## config.mk

```make
export PLATFORM = sky130hd
export DESIGN_NAME = mem_arbiter
export DESIGN_NICKNAME = d
export VERILOG_FILES = /design/src/rtl/mem_arbiter.sv
export SDC_FILE = /design/constraint.sdc
export NUM_CORES = 1
export LEC_CHECK = 0
export BUFFER_PORTS_ARGS = -buffer_cell sky130_fd_sc_hd__buf_4
export CAP_MARGIN = 20
export CORE_MARGIN = 1.5
export CORE_UTILIZATION = 45
export DETAILED_ROUTE_END_ITERATION = 6
export PLACE_DENSITY = 0.84
export REMOVE_ABC_BUFFERS = 1
export SLEW_MARGIN = 20
export SYNTH_ARGS = -nofsm -noshare
export SYNTH_HDL_FRONTEND = slang
export SYNTH_SLANG_ARGS = --single-unit
```

## constraint.sdc

```tcl
create_clock -name i_clk -period 1.46 [get_ports i_clk]
set_input_delay 0.365 -clock i_clk [delete_from_list [all_inputs] [get_ports i_clk]]
set_output_delay 0.365 -clock i_clk [all_outputs]
set_load 0.01 [all_outputs]
```

## src/rtl/mem_arbiter.sv

```systemverilog
// Two-port (fetch / data) arbiter onto a single memory port with one outstanding transaction.
// Optional fetch starvation guard enabled by defining MEM_ARB_STARVE_GUARD_EN.
module mem_arbiter #(
    parameter int ADDR_W     = 32,
    parameter int DATA_W     = 32,
    parameter int STARVE_MAX = 4
) (
    input  logic                i_clk,
    input  logic                i_rst,
    input  logic                i_if_req,
    input  logic [ADDR_W-1:0]   i_if_addr,
    output logic                o_if_gnt,
    output logic [DATA_W-1:0]   o_if_rdata,
    input  logic                i_dm_req,
    input  logic                i_dm_we,
    input  logic [ADDR_W-1:0]   i_dm_addr,
    input  logic [DATA_W-1:0]   i_dm_wdata,
    input  logic [DATA_W/8-1:0] i_dm_be,
    output logic                o_dm_gnt,
    output logic [DATA_W-1:0]   o_dm_rdata,
    output logic                o_mem_req,
    output logic                o_mem_we,
    output logic [ADDR_W-1:0]   o_mem_addr,
    output logic [DATA_W-1:0]   o_mem_wdata,
    output logic [DATA_W/8-1:0] o_mem_be,
    input  logic                i_mem_ack,
    input  logic [DATA_W-1:0]   i_mem_rdata
);

    localparam int BE_W = DATA_W / 8;

    typedef enum logic [1:0] {
        ST_IDLE    = 2'd0,
        ST_IF_BUSY = 2'd1,
        ST_DM_BUSY = 2'd2,
        ST_DONE    = 2'd3
    } state_t;

    state_t r_state;
    state_t w_state_nxt;

    logic w_start_if;
    logic w_start_dm;
    logic w_ack_if;
    logic w_ack_dm;
    logic w_starved;

    logic              r_if_gnt;
    logic              r_dm_gnt;
    logic [DATA_W-1:0] r_if_rdata;
    logic [DATA_W-1:0] r_dm_rdata;
    logic              r_mem_req;
    logic              r_mem_we;
    logic [ADDR_W-1:0] r_mem_addr;
    logic [DATA_W-1:0] r_mem_wdata;
    logic [BE_W-1:0]   r_mem_be;

    if (STARVE_MAX < 1 || (DATA_W % 8) != 0) begin : g_param_check
        $error("mem_arbiter: STARVE_MAX must be >= 1 and DATA_W a multiple of 8");
    end

`ifdef MEM_ARB_STARVE_GUARD_EN
    localparam int CNT_W = $clog2(STARVE_MAX + 1);

    logic [CNT_W-1:0] r_starve_cnt;

    // Counts data grants won while fetch was left waiting; saturates at STARVE_MAX.
    always_ff @(posedge i_clk) begin
        if (i_rst) begin
            r_starve_cnt <= {CNT_W{1'b0}};
        end else if (w_start_if) begin
            r_starve_cnt <= {CNT_W{1'b0}};
        end else if (w_start_dm && i_if_req && (r_starve_cnt != CNT_W'(STARVE_MAX))) begin
            r_starve_cnt <= r_starve_cnt + CNT_W'(1);
        end
    end

    assign w_starved = (r_starve_cnt == CNT_W'(STARVE_MAX));
`else
    assign w_starved = 1'b0;
`endif

    // State register.
    always_ff @(posedge i_clk) begin
        if (i_rst) begin
            r_state <= ST_IDLE;
        end else begin
            r_state <= w_state_nxt;
        end
    end

    // Next-state and transaction start/finish strobes.
    always_comb begin
        w_state_nxt = r_state;
        w_start_if  = 1'b0;
        w_start_dm  = 1'b0;
        w_ack_if    = 1'b0;
        w_ack_dm    = 1'b0;
        case (r_state)
            ST_IDLE: begin
                if (i_dm_req && !(w_starved && i_if_req)) begin
                    w_start_dm  = 1'b1;
                    w_state_nxt = ST_DM_BUSY;
                end else if (i_if_req) begin
                    w_start_if  = 1'b1;
                    w_state_nxt = ST_IF_BUSY;
                end else begin
                    w_state_nxt = ST_IDLE;
                end
            end
            ST_IF_BUSY: begin
                if (i_mem_ack) begin
                    w_ack_if    = 1'b1;
                    w_state_nxt = ST_DONE;
                end else begin
                    w_state_nxt = ST_IF_BUSY;
                end
            end
            ST_DM_BUSY: begin
                if (i_mem_ack) begin
                    w_ack_dm    = 1'b1;
                    w_state_nxt = ST_DONE;
                end else begin
                    w_state_nxt = ST_DM_BUSY;
                end
            end
            ST_DONE: begin
                w_state_nxt = ST_IDLE;
            end
            default: begin
                w_state_nxt = ST_IDLE;
            end
        endcase
    end

    // Memory port capture, grant pulses and read-data capture.
    always_ff @(posedge i_clk) begin
        if (i_rst) begin
            r_mem_req   <= 1'b0;
            r_mem_we    <= 1'b0;
            r_mem_addr  <= {ADDR_W{1'b0}};
            r_mem_wdata <= {DATA_W{1'b0}};
            r_mem_be    <= {BE_W{1'b0}};
            r_if_gnt    <= 1'b0;
            r_dm_gnt    <= 1'b0;
            r_if_rdata  <= {DATA_W{1'b0}};
            r_dm_rdata  <= {DATA_W{1'b0}};
        end else begin
            r_if_gnt <= w_ack_if;
            r_dm_gnt <= w_ack_dm;
            if (w_start_dm) begin
                r_mem_req   <= 1'b1;
                r_mem_we    <= i_dm_we;
                r_mem_addr  <= i_dm_addr;
                r_mem_wdata <= i_dm_wdata;
                r_mem_be    <= i_dm_be;
            end else if (w_start_if) begin
                // Fetches are always full-word reads.
                r_mem_req   <= 1'b1;
                r_mem_we    <= 1'b0;
                r_mem_addr  <= i_if_addr;
                r_mem_wdata <= {DATA_W{1'b0}};
                r_mem_be    <= {BE_W{1'b1}};
            end else if (w_ack_if || w_ack_dm) begin
                r_mem_req <= 1'b0;
            end
            if (w_ack_if) begin
                r_if_rdata <= i_mem_rdata;
            end
            if (w_ack_dm) begin
                r_dm_rdata <= i_mem_rdata;
            end
        end
    end

    assign o_if_gnt    = r_if_gnt;
    assign o_dm_gnt    = r_dm_gnt;
    assign o_if_rdata  = r_if_rdata;
    assign o_dm_rdata  = r_dm_rdata;
    assign o_mem_req   = r_mem_req;
    assign o_mem_we    = r_mem_we;
    assign o_mem_addr  = r_mem_addr;
    assign o_mem_wdata = r_mem_wdata;
    assign o_mem_be    = r_mem_be;

endmodule

```

==> impl_metrics.yaml <==
timing:
  finalHoldWorstSlack_ns: 0.2174
  max_slew.worst_pin.slew_ns: 0.5856
  hold_violations: 0
  setup_viol_count_final: 0
  timing.slew.headroom_pct: 60.87
  finalCritPeriodShare_pct: 96.42
  rsz_0062_raised_after_global_routing: "no"
  finClkSkew_ns: 0.006045
  min_period_ns: 1.408
  setup_ws_ns: 0.05233
  fin_tns_setup_ns: 0
  timing.fmax_ghz: 0.7104
  report.final.slew_viol_count: 0
grt:
  grt_met2_use_pct: 42.86
  grt_use_met1_pct: 28.94
  gr-usage-all-layers_pct: 24.92
  grt_pass1_wl_um: 25060
  overflow: 0
  via_count_of_the_first_global_routing_pass: 5042
  antenna_found_initial: 0
  grt_most_used_layer: "met2"
  pin_count_of_the_biggest_net_entering_global_routing: 39
  use_met3_pct: 6.371
clock_network:
  clk_latency_worst_skew_pair_ns: 0.40
  cts_hold_buffers: 0
  htree_num_levels: 4
  clock_tree.buffer_depth: 2
  cts_root_buf: "clkbuf_16"
  post_cts_buffers: 0
  clkSinkCount: 138
  count_of_instances_resized_after_the_clock_tree_is_built: 1
  numCtsBuffers: 17
  clk_pin_slew_ns: 0.06
  cts_tree: "yes"
yosys:
  syn_area_um2: 5364
  synth_cell_types: 28
  synth_warnings: 0
  post_synthesis_sequential_area_ratio_pct: 51.50
  post_synth.cell_area_avg_um2: 8.722
  post_synth_inst_count: 615
  postSynthRegisterBits: 138
worst_setup_path:
  cp-start-kind: "flip-flop"
  timing.setup.critical_path_class: "flip-flop to flip-flop"
  critical_path_peak_fanout: 16
  cp_data_required_time_ns: 1.71
  end_kind: "flip-flop"
  arrival_ns: 1.66
power:
  pwr_density_cell_nw_per_um2: 1214
  static-leakage-power_nw: 3.564
  ir_drop_mv: 0.9173
job:
  max-cap-violations: 0
detailed_routing:
  routed_via_density: 5.187
  drt_pass1_iterations: 6
  route.antenna.remaining_nets: 0
  route.vias.total: 5337
  routed_wl_um: 16030
  avgRoutedWirePerCell_um: 15.58
  drt_iter0_markers: 416
  drcViolationCount: 14
place:
  routabilityCongestion: 0.8005
  dp_slack_ns: -0.2410
  detailed_placement_wirelength_estimate_um: 11080
  port-buffer-count: 273
min_path:
  min-delay-path-class: "input port to flip-flop"
floorplan:
  chipWidth_um: 112.2
  start_util_pct: 46.58
  dieArea_um2: 12580
  num_rows: 39
  design.core.area_um2: 11520
  die_h_um: 112.2
  io_pins: 274
finish:
  count_of_antenna_diodes_in_the_layout: 0
  area.growth.synth_to_final_pct: 51.46
  layout.nets: 1012
  post_route_cells_drive_above_1_share_pct: 38.94
  final.fill_count: 941
status:
  violations: "DRC"
  run_status: "finished, violations left"
==> through the flow <==
stage / utilization [%] / power (mW) / area [µm²] / cells
CTS: 70.55 / 9.941 / 8124 / 1029
floorplan: - / 5.002 / 5055 / 560
detailed placement: 65.81 / 6.120 / 7579 / 997
global route: 70.55 / 10.29 / 8124 / 1029
global placement: 65.81 / 6.080 / 7579 / 997
finish: 70.55 / 9.863 / 8124 / 1029
==> power by group <==
group | switching, mW | internal [mW]
logic | 0.955 | 0.928
clock network | 1.48 | 2.33
registers | 0.138 | 4.04
total | 2.57 | 7.29
==> cell usage in the layout (no fill, tap or decap), types with 4 or more instances in the layout <==
cell type and n:
buf_12 11, o21ai_1 33, clkbuf_16 17, a211oi_2 18, nor2_4 4, nand2_1 162, mux2i_1 31, dfxtp_1 138
nor3_1 4, a21oi_1 135, buf_4 283, nor2_1 6, clkinv_2 4, clkbuf_8 4, a211oi_1 13
==> registers in the layout, summed over array words and instances, names as in the netlist <==
signal	flops
o_if_gnt	1
o_mem_wdata	32
o_mem_req	1
r_state	2
o_if_rdata	32
o_dm_gnt	1
o_mem_be	4
o_mem_addr	32
o_dm_rdata	32
o_mem_we	1
==> synth_stat cells (all sizes together) <==
library cell | n | area share (%)
a21oi | 135 | 13
nor2b | 1 | 0.12
inv | 1 | 0.070
nor2 | 9 | 1.0
nor3b | 1 | 0.35
o21ai | 34 | 3.2
a211oi | 31 | 6.0
or2 | 2 | 0.23
or3b | 1 | 0.16
nand2b | 1 | 0.12
xnor2 | 1 | 0.16
clkbuf | 14 | 0.98
nor3 | 4 | 0.37
nand3b | 2 | 0.28
dfxtp | 138 | 52
buf | 41 | 4.8
and3b | 2 | 0.33
nand2 | 162 | 11
o21bai | 2 | 0.28
o32ai | 1 | 0.16
a22oi | 1 | 0.14
mux2i | 31 | 5.8
==> path summary, 6_finish.rpt <==
path	cells after the start	slack, ns	startpoint	endpoint
max reg2reg	3	0.05	r_state[1]	o_mem_addr[31]
min reg2reg	2	0.45	o_dm_rdata[21]	o_dm_rdata[21]
max	3	0.05	r_state[1]	o_mem_addr[31]
min	3	0.22	i_mem_rdata[2]	o_if_rdata[2]
==> layout make-up <==
type | count | area [µm²] | area share (%)
clock inverter | 7 | 42.54 | 0.5236
tap | 143 | 178.9 | 2.202
timing repair buffer | 294 | 2345 | 28.86
inverter | 1 | 3.754 | 0.04620
multi-input combinational | 422 | 2300 | 28.31
clock buffer | 24 | 491.7 | 6.053
sequential | 138 | 2763 | 34.01
==> critical path, stage by stage, from the launching register on <==
cell	delay, ns
dfxtp_1	0.30
or2_1	0.32
nor2_4	0.49
a211oi_1	0.14
==> layer usage <==
layer,up-vias,wire (µm)
li1,2610,-
met1,2464,6274
met2,218,8117
met3,45,1068
met4,0,572
met5,-,0
==> logic make-up (layout without fill, tap and decap cells) <==
kind of cell           count (synthesis)  after routing  synth area share, %
XOR/XNOR                               1              1               0.1633
buffers and inverters                 56            326                5.831
flip-flops                           138            138                51.50
AO/OA/AOI/OAI                        204            204                22.37
multiplexers                          31             31                5.785
AND/OR/NAND/NOR                      185            186                14.35
(Power assumes the default switching activity.)
